===== src/rtl/divider_pkg.sv =====
// -----------------------------------------------------------------------------
// divider_pkg
//   Shared definitions for the iterative RV32M divider: operand width,
//   iteration count, DIV/DIVU/REM/REMU opcode match patterns and masks,
//   FSM state type and small helpers for opcode matching and negation.
// -----------------------------------------------------------------------------
package divider_pkg;

  // Only 32-bit operands are supported; one quotient bit per iteration.
  localparam int XLEN      = 32;
  localparam int DIV_ITERS = XLEN;
  localparam int CNT_W     = $clog2(DIV_ITERS + 1);

  // R-type OP with funct7=0000001; funct3 selects the divide flavour.
  localparam logic [31:0] INST_DIV       = 32'h0200_4033;
  localparam logic [31:0] INST_DIV_MASK  = 32'hFE00_707F;
  localparam logic [31:0] INST_DIVU      = 32'h0200_5033;
  localparam logic [31:0] INST_DIVU_MASK = 32'hFE00_707F;
  localparam logic [31:0] INST_REM       = 32'h0200_6033;
  localparam logic [31:0] INST_REM_MASK  = 32'hFE00_707F;
  localparam logic [31:0] INST_REMU      = 32'h0200_7033;
  localparam logic [31:0] INST_REMU_MASK = 32'hFE00_707F;

  typedef enum logic {
    ST_IDLE = 1'b0,
    ST_RUN  = 1'b1
  } state_e;

  function automatic logic inst_match(input logic [31:0] insn,
                                      input logic [31:0] pattern,
                                      input logic [31:0] mask);
    return (insn & mask) == pattern;
  endfunction

  // Two's complement negate when neg is set, pass-through otherwise.
  function automatic logic [XLEN-1:0] negate_if(input logic [XLEN-1:0] v,
                                                input logic            neg);
    return neg ? (~v + {{(XLEN-1){1'b0}}, 1'b1}) : v;
  endfunction

endpackage


===== src/rtl/divider_if.sv =====
// -----------------------------------------------------------------------------
// divider_if
//   Issue bus and writeback bus between the execute stage and the divider.
//   master : issue side (drives opcode_*, observes busy and writeback_*)
//   slave  : divider   (observes opcode_*, drives busy and writeback_*)
//   Signals:
//     opcode_valid      issue slot holds a valid instruction
//     opcode_opcode     instruction word
//     opcode_rd_idx     destination register index
//     opcode_ra_operand rs1 value (dividend)
//     opcode_rb_operand rs2 value (divisor)
//     busy              divide in flight; no new divide may be presented
//     writeback_valid   one-cycle pulse, writeback_value is final
//     writeback_value   quotient or remainder
//     writeback_rd_idx  rd of the completing divide
// -----------------------------------------------------------------------------
interface divider_if;
  import divider_pkg::*;

  logic            opcode_valid;
  logic [31:0]     opcode_opcode;
  logic [4:0]      opcode_rd_idx;
  logic [XLEN-1:0] opcode_ra_operand;
  logic [XLEN-1:0] opcode_rb_operand;
  logic            busy;
  logic            writeback_valid;
  logic [XLEN-1:0] writeback_value;
  logic [4:0]      writeback_rd_idx;

  modport master (
    output opcode_valid, opcode_opcode, opcode_rd_idx,
           opcode_ra_operand, opcode_rb_operand,
    input  busy, writeback_valid, writeback_value, writeback_rd_idx
  );

  modport slave (
    input  opcode_valid, opcode_opcode, opcode_rd_idx,
           opcode_ra_operand, opcode_rb_operand,
    output busy, writeback_valid, writeback_value, writeback_rd_idx
  );

endinterface


===== src/rtl/divider.sv =====
// -----------------------------------------------------------------------------
// divider
//   Iterative radix-2 restoring divider for RV32M DIV/DIVU/REM/REMU.
//   Accepts a divide from the issue bus when idle, runs 32 shift-subtract
//   iterations (one per cycle, no early-out) and writes back one cycle later,
//   giving a fixed 33-edge latency from accept to the writeback pulse.
//   Ports:
//     clk_i  clock, rising edge
//     rst_i  asynchronous active-high reset
//     bus    divider_if.slave: issue inputs, busy and writeback outputs
// -----------------------------------------------------------------------------
module divider
  import divider_pkg::*;
(
  input  logic      clk_i,
  input  logic      rst_i,
  divider_if.slave  bus
);

  // ---------------------------------------------------------------------------
  // Decode of the issue slot
  // ---------------------------------------------------------------------------
  logic is_div_s;
  logic is_div_u;
  logic is_rem_s;
  logic is_rem_u;
  logic div_inst;
  logic op_signed;
  logic op_rem;
  logic accept;
  logic sa;
  logic sb;

  assign is_div_s  = inst_match(bus.opcode_opcode, INST_DIV,  INST_DIV_MASK);
  assign is_div_u  = inst_match(bus.opcode_opcode, INST_DIVU, INST_DIVU_MASK);
  assign is_rem_s  = inst_match(bus.opcode_opcode, INST_REM,  INST_REM_MASK);
  assign is_rem_u  = inst_match(bus.opcode_opcode, INST_REMU, INST_REMU_MASK);
  assign div_inst  = is_div_s | is_div_u | is_rem_s | is_rem_u;
  assign op_signed = is_div_s | is_rem_s;
  assign op_rem    = is_rem_s | is_rem_u;
  assign sa        = op_signed & bus.opcode_ra_operand[XLEN-1];
  assign sb        = op_signed & bus.opcode_rb_operand[XLEN-1];

  // ---------------------------------------------------------------------------
  // State
  // ---------------------------------------------------------------------------
  state_e          state_q, state_d;
  logic [CNT_W-1:0] cnt_q, cnt_d;
  logic [XLEN-1:0] rem_q, rem_d;         // partial remainder
  logic [XLEN-1:0] dvd_q, dvd_d;         // dividend shifting out, quotient shifting in
  logic [XLEN-1:0] divisor_q, divisor_d; // |divisor|
  logic [XLEN-1:0] dividend_q, dividend_d; // raw rs1, returned by REM/REMU on x/0
  logic [4:0]      rd_q, rd_d;
  logic            is_rem_q, is_rem_d;
  logic            q_neg_q, q_neg_d;
  logic            r_neg_q, r_neg_d;
  logic            dz_q, dz_d;
  logic            ovf_q, ovf_d;
  logic            wb_valid_q, wb_valid_d;
  logic [XLEN-1:0] wb_value_q, wb_value_d;
  logic [4:0]      wb_rd_q, wb_rd_d;

  assign accept = bus.opcode_valid & div_inst & (state_q == ST_IDLE);

  // ---------------------------------------------------------------------------
  // One restoring step. The shifted remainder can reach 33 bits when the
  // divisor has its MSB set, so the compare/subtract is done one bit wider
  // and the borrow decides the quotient bit.
  // ---------------------------------------------------------------------------
  logic [XLEN:0]   rem_shift;
  logic [XLEN+1:0] diff;
  logic            q_bit;
  logic [XLEN-1:0] rem_step;

  assign rem_shift = {rem_q, dvd_q[XLEN-1]};
  assign diff      = {1'b0, rem_shift} - {2'b00, divisor_q};
  assign q_bit     = ~diff[XLEN+1];
  assign rem_step  = q_bit ? diff[XLEN-1:0] : rem_shift[XLEN-1:0];

  // ---------------------------------------------------------------------------
  // Final result select
  // ---------------------------------------------------------------------------
  logic [XLEN-1:0] result;

  always_comb begin
    result = '0;
    if (dz_q) begin
      result = is_rem_q ? dividend_q : {XLEN{1'b1}};
    end else if (ovf_q) begin
      result = is_rem_q ? '0 : {1'b1, {(XLEN-1){1'b0}}};
    end else if (is_rem_q) begin
      result = negate_if(rem_q, r_neg_q);
    end else begin
      result = negate_if(dvd_q, q_neg_q);
    end
  end

  // ---------------------------------------------------------------------------
  // Next-state logic
  // ---------------------------------------------------------------------------
  always_comb begin
    state_d    = state_q;
    cnt_d      = cnt_q;
    rem_d      = rem_q;
    dvd_d      = dvd_q;
    divisor_d  = divisor_q;
    dividend_d = dividend_q;
    rd_d       = rd_q;
    is_rem_d   = is_rem_q;
    q_neg_d    = q_neg_q;
    r_neg_d    = r_neg_q;
    dz_d       = dz_q;
    ovf_d      = ovf_q;
    wb_valid_d = 1'b0;
    wb_value_d = wb_value_q;
    wb_rd_d    = wb_rd_q;

    unique case (state_q)
      ST_IDLE: begin
        if (accept) begin
          state_d    = ST_RUN;
          cnt_d      = '0;
          rem_d      = '0;
          dvd_d      = negate_if(bus.opcode_ra_operand, sa);
          divisor_d  = negate_if(bus.opcode_rb_operand, sb);
          dividend_d = bus.opcode_ra_operand;
          rd_d       = bus.opcode_rd_idx;
          is_rem_d   = op_rem;
          q_neg_d    = sa ^ sb;
          r_neg_d    = sa;
          dz_d       = (bus.opcode_rb_operand == '0);
          ovf_d      = op_signed
                     & (bus.opcode_ra_operand == {1'b1, {(XLEN-1){1'b0}}})
                     & (bus.opcode_rb_operand == {XLEN{1'b1}});
        end
      end

      ST_RUN: begin
        if (cnt_q != CNT_W'(DIV_ITERS)) begin
          rem_d = rem_step;
          dvd_d = {dvd_q[XLEN-2:0], q_bit};
          cnt_d = cnt_q + 1'b1;
        end else begin
          // All quotient bits are in; publish and free the unit this edge.
          wb_valid_d = 1'b1;
          wb_value_d = result;
          wb_rd_d    = rd_q;
          cnt_d      = '0;
          state_d    = ST_IDLE;
        end
      end

      default: state_d = ST_IDLE;
    endcase
  end

  // ---------------------------------------------------------------------------
  // Registers
  // ---------------------------------------------------------------------------
  always_ff @(posedge clk_i or posedge rst_i) begin
    if (rst_i) begin
      state_q    <= ST_IDLE;
      cnt_q      <= '0;
      rem_q      <= '0;
      dvd_q      <= '0;
      divisor_q  <= '0;
      dividend_q <= '0;
      rd_q       <= '0;
      is_rem_q   <= 1'b0;
      q_neg_q    <= 1'b0;
      r_neg_q    <= 1'b0;
      dz_q       <= 1'b0;
      ovf_q      <= 1'b0;
      wb_valid_q <= 1'b0;
      wb_value_q <= '0;
      wb_rd_q    <= '0;
    end else begin
      state_q    <= state_d;
      cnt_q      <= cnt_d;
      rem_q      <= rem_d;
      dvd_q      <= dvd_d;
      divisor_q  <= divisor_d;
      dividend_q <= dividend_d;
      rd_q       <= rd_d;
      is_rem_q   <= is_rem_d;
      q_neg_q    <= q_neg_d;
      r_neg_q    <= r_neg_d;
      dz_q       <= dz_d;
      ovf_q      <= ovf_d;
      wb_valid_q <= wb_valid_d;
      wb_value_q <= wb_value_d;
      wb_rd_q    <= wb_rd_d;
    end
  end

  assign bus.busy             = (state_q == ST_RUN);
  assign bus.writeback_valid  = wb_valid_q;
  assign bus.writeback_value  = wb_value_q;
  assign bus.writeback_rd_idx = wb_rd_q;

endmodule


===== src/flat_wrapper.sv =====
// flat-port wrapper written by rule: the top's interface ports become plain ports
module divider_flat import divider_pkg::*;
  (clk_i, rst_i, bus_opcode_valid, bus_opcode_opcode, bus_opcode_rd_idx, bus_opcode_ra_operand, bus_opcode_rb_operand, bus_busy, bus_writeback_valid, bus_writeback_value, bus_writeback_rd_idx);
  divider_if bus_i ();
  input  logic clk_i;
  input  logic rst_i;
  input wire logic [$bits(bus_i.opcode_valid)-1:0] bus_opcode_valid;
  input wire logic [$bits(bus_i.opcode_opcode)-1:0] bus_opcode_opcode;
  input wire logic [$bits(bus_i.opcode_rd_idx)-1:0] bus_opcode_rd_idx;
  input wire logic [$bits(bus_i.opcode_ra_operand)-1:0] bus_opcode_ra_operand;
  input wire logic [$bits(bus_i.opcode_rb_operand)-1:0] bus_opcode_rb_operand;
  output wire logic [$bits(bus_i.busy)-1:0] bus_busy;
  output wire logic [$bits(bus_i.writeback_valid)-1:0] bus_writeback_valid;
  output wire logic [$bits(bus_i.writeback_value)-1:0] bus_writeback_value;
  output wire logic [$bits(bus_i.writeback_rd_idx)-1:0] bus_writeback_rd_idx;
  assign bus_i.opcode_valid = bus_opcode_valid;
  assign bus_i.opcode_opcode = bus_opcode_opcode;
  assign bus_i.opcode_rd_idx = bus_opcode_rd_idx;
  assign bus_i.opcode_ra_operand = bus_opcode_ra_operand;
  assign bus_i.opcode_rb_operand = bus_opcode_rb_operand;
  assign bus_busy = bus_i.busy;
  assign bus_writeback_valid = bus_i.writeback_valid;
  assign bus_writeback_value = bus_i.writeback_value;
  assign bus_writeback_rd_idx = bus_i.writeback_rd_idx;
  divider u_core (.clk_i(clk_i), .rst_i(rst_i), .bus(bus_i));
endmodule

===== config.mk =====
export PLATFORM = sky130hd
export DESIGN_NAME = divider_flat
export DESIGN_NICKNAME = d
export VERILOG_FILES = /design/src/rtl/divider_pkg.sv /design/src/rtl/divider_if.sv /design/src/rtl/divider.sv /design/src/flat_wrapper.sv
export SDC_FILE = /design/constraint.sdc
export NUM_CORES = 1
export LEC_CHECK = 0
export CAP_MARGIN = 20
export CELL_PAD_IN_SITES_DETAIL_PLACEMENT = 2
export CELL_PAD_IN_SITES_GLOBAL_PLACEMENT = 2
export CORE_UTILIZATION = 37
export DETAILED_ROUTE_END_ITERATION = 16
export GPL_ROUTABILITY_DRIVEN = 0
export PLACE_DENSITY = 0.95
export REMOVE_ABC_BUFFERS = 1
export SYNTH_ARGS = -nofsm -noshare
export SYNTH_HDL_FRONTEND = slang
export SYNTH_SLANG_ARGS = --single-unit

===== constraint.sdc =====
create_clock -name clk_i -period 17.7 [get_ports clk_i]
set_clock_uncertainty 0.2 [all_clocks]
set_input_delay 1.77 -clock clk_i [delete_from_list [all_inputs] [get_ports clk_i]]
set_output_delay 1.77 -clock clk_i [all_outputs]
set_load 0.1 [all_outputs]

==> flow_metrics.env <==
export IMPL_start_util=0.3753
export IMPL_rsz0062_at_grt="false"
export IMPL_reg2reg_from="u_core.bus.busy"
export IMPL_finalMaxSlewViolations=0
export IMPL_numCtsBuffers=17
export IMPL_cts_sinks=183
export IMPL_fin_setup_tns_ps=0
export IMPL_setup_slack_ps=12440
export IMPL_dr_max_layer_used="met5"
export IMPL_synthTopCellsByArea="dfrtp_1 (36%), nand2_1 (9.2%), o21ai_0 (7.5%)"
export IMPL_grt_usage=0.3266
export IMPL_die_w_um=186.2
export IMPL_fin_util=0.4439
export IMPL_relSlewSlack=0.2650
export IMPL_combPwrFrac=0.121
export IMPL_ios=143
export IMPL_areaGrowthSynthToFinish_pct=18.30
export IMPL_power_density_nw_per_um2=65.08
export IMPL_avgRoutedWirePerCell_um=26.12
export IMPL_r2r_end="u_core.dvd_q[23]"
export IMPL_endpoint_kind="register"
export IMPL_p_sw_frac=0.2801
export IMPL_wirelength_met1_um=21800
export IMPL_totalWireLength_um=55200
export IMPL_min_delay_path_depth=2
export IMPL_grt_pass1_vias=14770
export IMPL_coreArea_um2=33450
export IMPL_layout_area_seq_um2=4582
export IMPL_clk_pin_slew_ps=80
export IMPL_port_buffers=127
export IMPL_setup_violations=0
export IMPL_via_count=13050
export IMPL_ant_nets=0
export IMPL_path_max_fanout=5
export IMPL_p_switching_mw=0.2707
export IMPL_hold_end="u_core.dividend_q[6]"
export IMPL_cp_data_required_time_ps=17860
export IMPL_whs_ps=270.4
export IMPL_yosysTopAreaCellShare=0.3648
export IMPL_ctsResizeCount=0
export IMPL_mostFrequentLayoutCell="nand2_1"
export IMPL_crit_chain="clkdlybuf4s50_1 -> nor4_1 -> nor4b_1 -> and2_1 -> nand2_1 -> o41ai_1 -> xnor2_1 -> mux2i_1 -> o21ai_0"
export IMPL_tightest_slew_ps=1087
export IMPL_rrSetupSlack_ps=13470
export IMPL_finalHoldViolations=0
export IMPL_reg2regPathDepth=8
export IMPL_hold_class="reg2reg"
export IMPL_worst_path_largest_cell_delay_ps=940
export IMPL_place_area_um2=14200
export IMPL_synth_edf_count=0
export IMPL_period_needed_ps=5260
export IMPL_antenna_found_initial=1
export IMPL_arrival_ps=5430
export IMPL_die_y_um=186.2
export IMPL_fmax_mhz=190.1
export IMPL_drt_iter0_markers=844
export IMPL_fin_cells=2113
export IMPL_ys_seq_area_frac=0.3648
export IMPL_hpwl_um=37100
export IMPL_drtPass1Iterations=6
export IMPL_power_mw=0.9664
export IMPL_final_cell_mix="nand2_1 (306), o21ai_0 (188), dfrtp_1 (181), clkdlybuf4s50_1 (127), nor2_1 (98)"
export IMPL_grt_pass1_wl_um=85580
export IMPL_multi_input_area_um2=7435
export IMPL_syn_area_per_cell_um2=7.975
export IMPL_critical_path_top_delay_family="simple AND/OR/NAND/NOR gates"
export IMPL_drcViolationCount=0
export IMPL_synth_ff_type="dfrtp_1"
export IMPL_h_tree_depth=4
export IMPL_clkPwrFrac=0.430
export IMPL_clk_latency_ps=480
export IMPL_async_flop_share=1.000
export IMPL_nNetsFinal=1796
export IMPL_critPathBufInv=1
export IMPL_drive_gt1_frac=0.04805
export IMPL_power_frac_seq=0.449
export IMPL_die_area_um2=34660
export IMPL_place_ws_ps=12300
export IMPL_p_leak_nw=6.092
export IMPL_wl_met2_um=28220
export IMPL_min_from="u_core.dividend_q[6]"
export IMPL_nFillCells=3713
export IMPL_viasPerCell=6.177
export IMPL_status="finished, final reports clean"
export IMPL_grt_max_degree=111
export IMPL_yosys_area_top_type="dfrtp_1"
export IMPL_post_cts_buffers=0
export IMPL_maxCapViolations=0
export IMPL_cts_tree="built"
export IMPL_startpoint_type="primary input"
export IMPL_root_buffer="clkbuf_16"
export IMPL_syn_area_um2=12550
export IMPL_cts_buffer_depth=2
export IMPL_grt_overflow=0
export IMPL_yosysUniqueCellTypes=68
export IMPL_yosysWarningCount=0
export IMPL_ir_drop_uv=79.64
export IMPL_fin_area_um2=14850
export IMPL_yosys_register_bits=183
export IMPL_met3_length_um=2578
export IMPL_num_rows=67
export IMPL_cp_slowest_cell="nor4b_1"
export IMPL_placedCellCount=2079
export IMPL_synth_cells=1574
export IMPL_period_share=0.2972
export IMPL_holdBufCountCts=0
export IMPL_p_int_mw=0.6957
export IMPL_insertedDiodeCount=0
export IMPL_worstSetupPathType="in2reg"
power groups by stage:
stage               sequential, mW  clock, mW  combinational (mW)
finish                       0.434      0.416               0.116
CTS                          0.434      0.419               0.115
global route                 0.435      0.433               0.125
detailed placement           0.441          0               0.111
floorplan                    0.438          0              0.0576
global placement             0.440          0               0.102
cells by family (layout without fill, tap and decap cells):
| family | count (synthesis) | after routing | share of synthesized area |
|---|---|---|---|
| AO/OA/AOI/OAI | 453 | 453 | 0.2193 |
| XOR/XNOR | 142 | 142 | 0.09908 |
| adder cells (fa/ha/maj) | 40 | 40 | 0.04047 |
| buffers and inverters | 146 | 237 | 0.04476 |
| flip-flops | 183 | 183 | 0.3648 |
| multiplexers | 26 | 26 | 0.02113 |
| AND/OR/NAND/NOR | 584 | 584 | 0.2104 |
worst reg2reg max path, cell delays in order (launching register included):
cell	delay [ps]
dfrtp_2	350
buf_4	650
nand2_1	210
or2_2	330
buf_4	310
o21ai_4	120
buf_4	700
clkinv_1	770
mux2_2	470
worst max-delay path by stage:
stage / slack, ps / depth (start not counted) / to / from
finish: 12440 / 9 / u_core.dvd_q[25] / bus_opcode_ra_operand[1]
floorplan: 9550 / 6 / u_core.dvd_q[17] / bus_opcode_opcode[5]
global placement: 12600 / 9 / u_core.dvd_q[23] / bus_opcode_ra_operand[0]
global route: 12380 / 9 / u_core.dvd_q[25] / bus_opcode_ra_operand[0]
CTS: 12470 / 9 / u_core.dvd_q[25] / bus_opcode_ra_operand[1]
detailed placement: 12300 / 9 / u_core.dvd_q[23] / bus_opcode_ra_operand[1]
state kept, by name, summed over array words and instances (netlist names):
name	flops
u_core.bus.writeback_valid	1
u_core.rem_q	32
u_core.dz_q	1
u_core.is_rem_q	1
u_core.bus.busy	1
u_core.bus.writeback_value	32
u_core.divisor_q	32
u_core.cnt_q	6
u_core.bus.writeback_rd_idx	5
u_core.r_neg_q	1
u_core.ovf_q	1
u_core.q_neg_q	1
u_core.rd_q	5
u_core.dvd_q	32
u_core.dividend_q	32
cells in the mapped netlist, types with 5 or more instances:
cell and instances:
o41ai_1 14, mux2i_1 22, a31oi_1 14, or3_1 17, o21bai_1 9, nor2_1 99, a21oi_1 92, and3_1 13
o22ai_1 10, o31ai_1 30, or4_1 15, buf_1 9, a21o_1 21, nand2_1 306, o31a_1 6, nand3_1 25
o211ai_1 10, or2_2 12, inv_1 57, nor2b_1 5, ha_1 39, a32oi_1 11, clkbuf_1 72, o21a_1 10
xor2_1 68, nor4_1 14, dfrtp_1 183, o21ai_0 189, a221oi_1 8, nand2b_1 15, nand4_1 18, xnor2_1 74
nor3_1 26
routing by layer:
| layer | up-vias | GRT usage |
|---|---|---|
| met5 | - | 0 |
| met4 | 2 | 0.1725 |
| met3 | 181 | 0.05062 |
| li1 | 5679 | - |
| met2 | 481 | 0.5791 |
| met1 | 6709 | 0.3788 |
layout make-up:
cell class                      count  share of cell area
Tap cell                          448             0.03775
Sequential cell                   183              0.3086
Clock buffer                       18             0.02890
Inverter                           59             0.01542
Clock inverter                     14             0.01163
Multi-Input combinational cell   1245              0.5007
Timing Repair Buffer              146             0.09707
(Power assumes the default switching activity.)
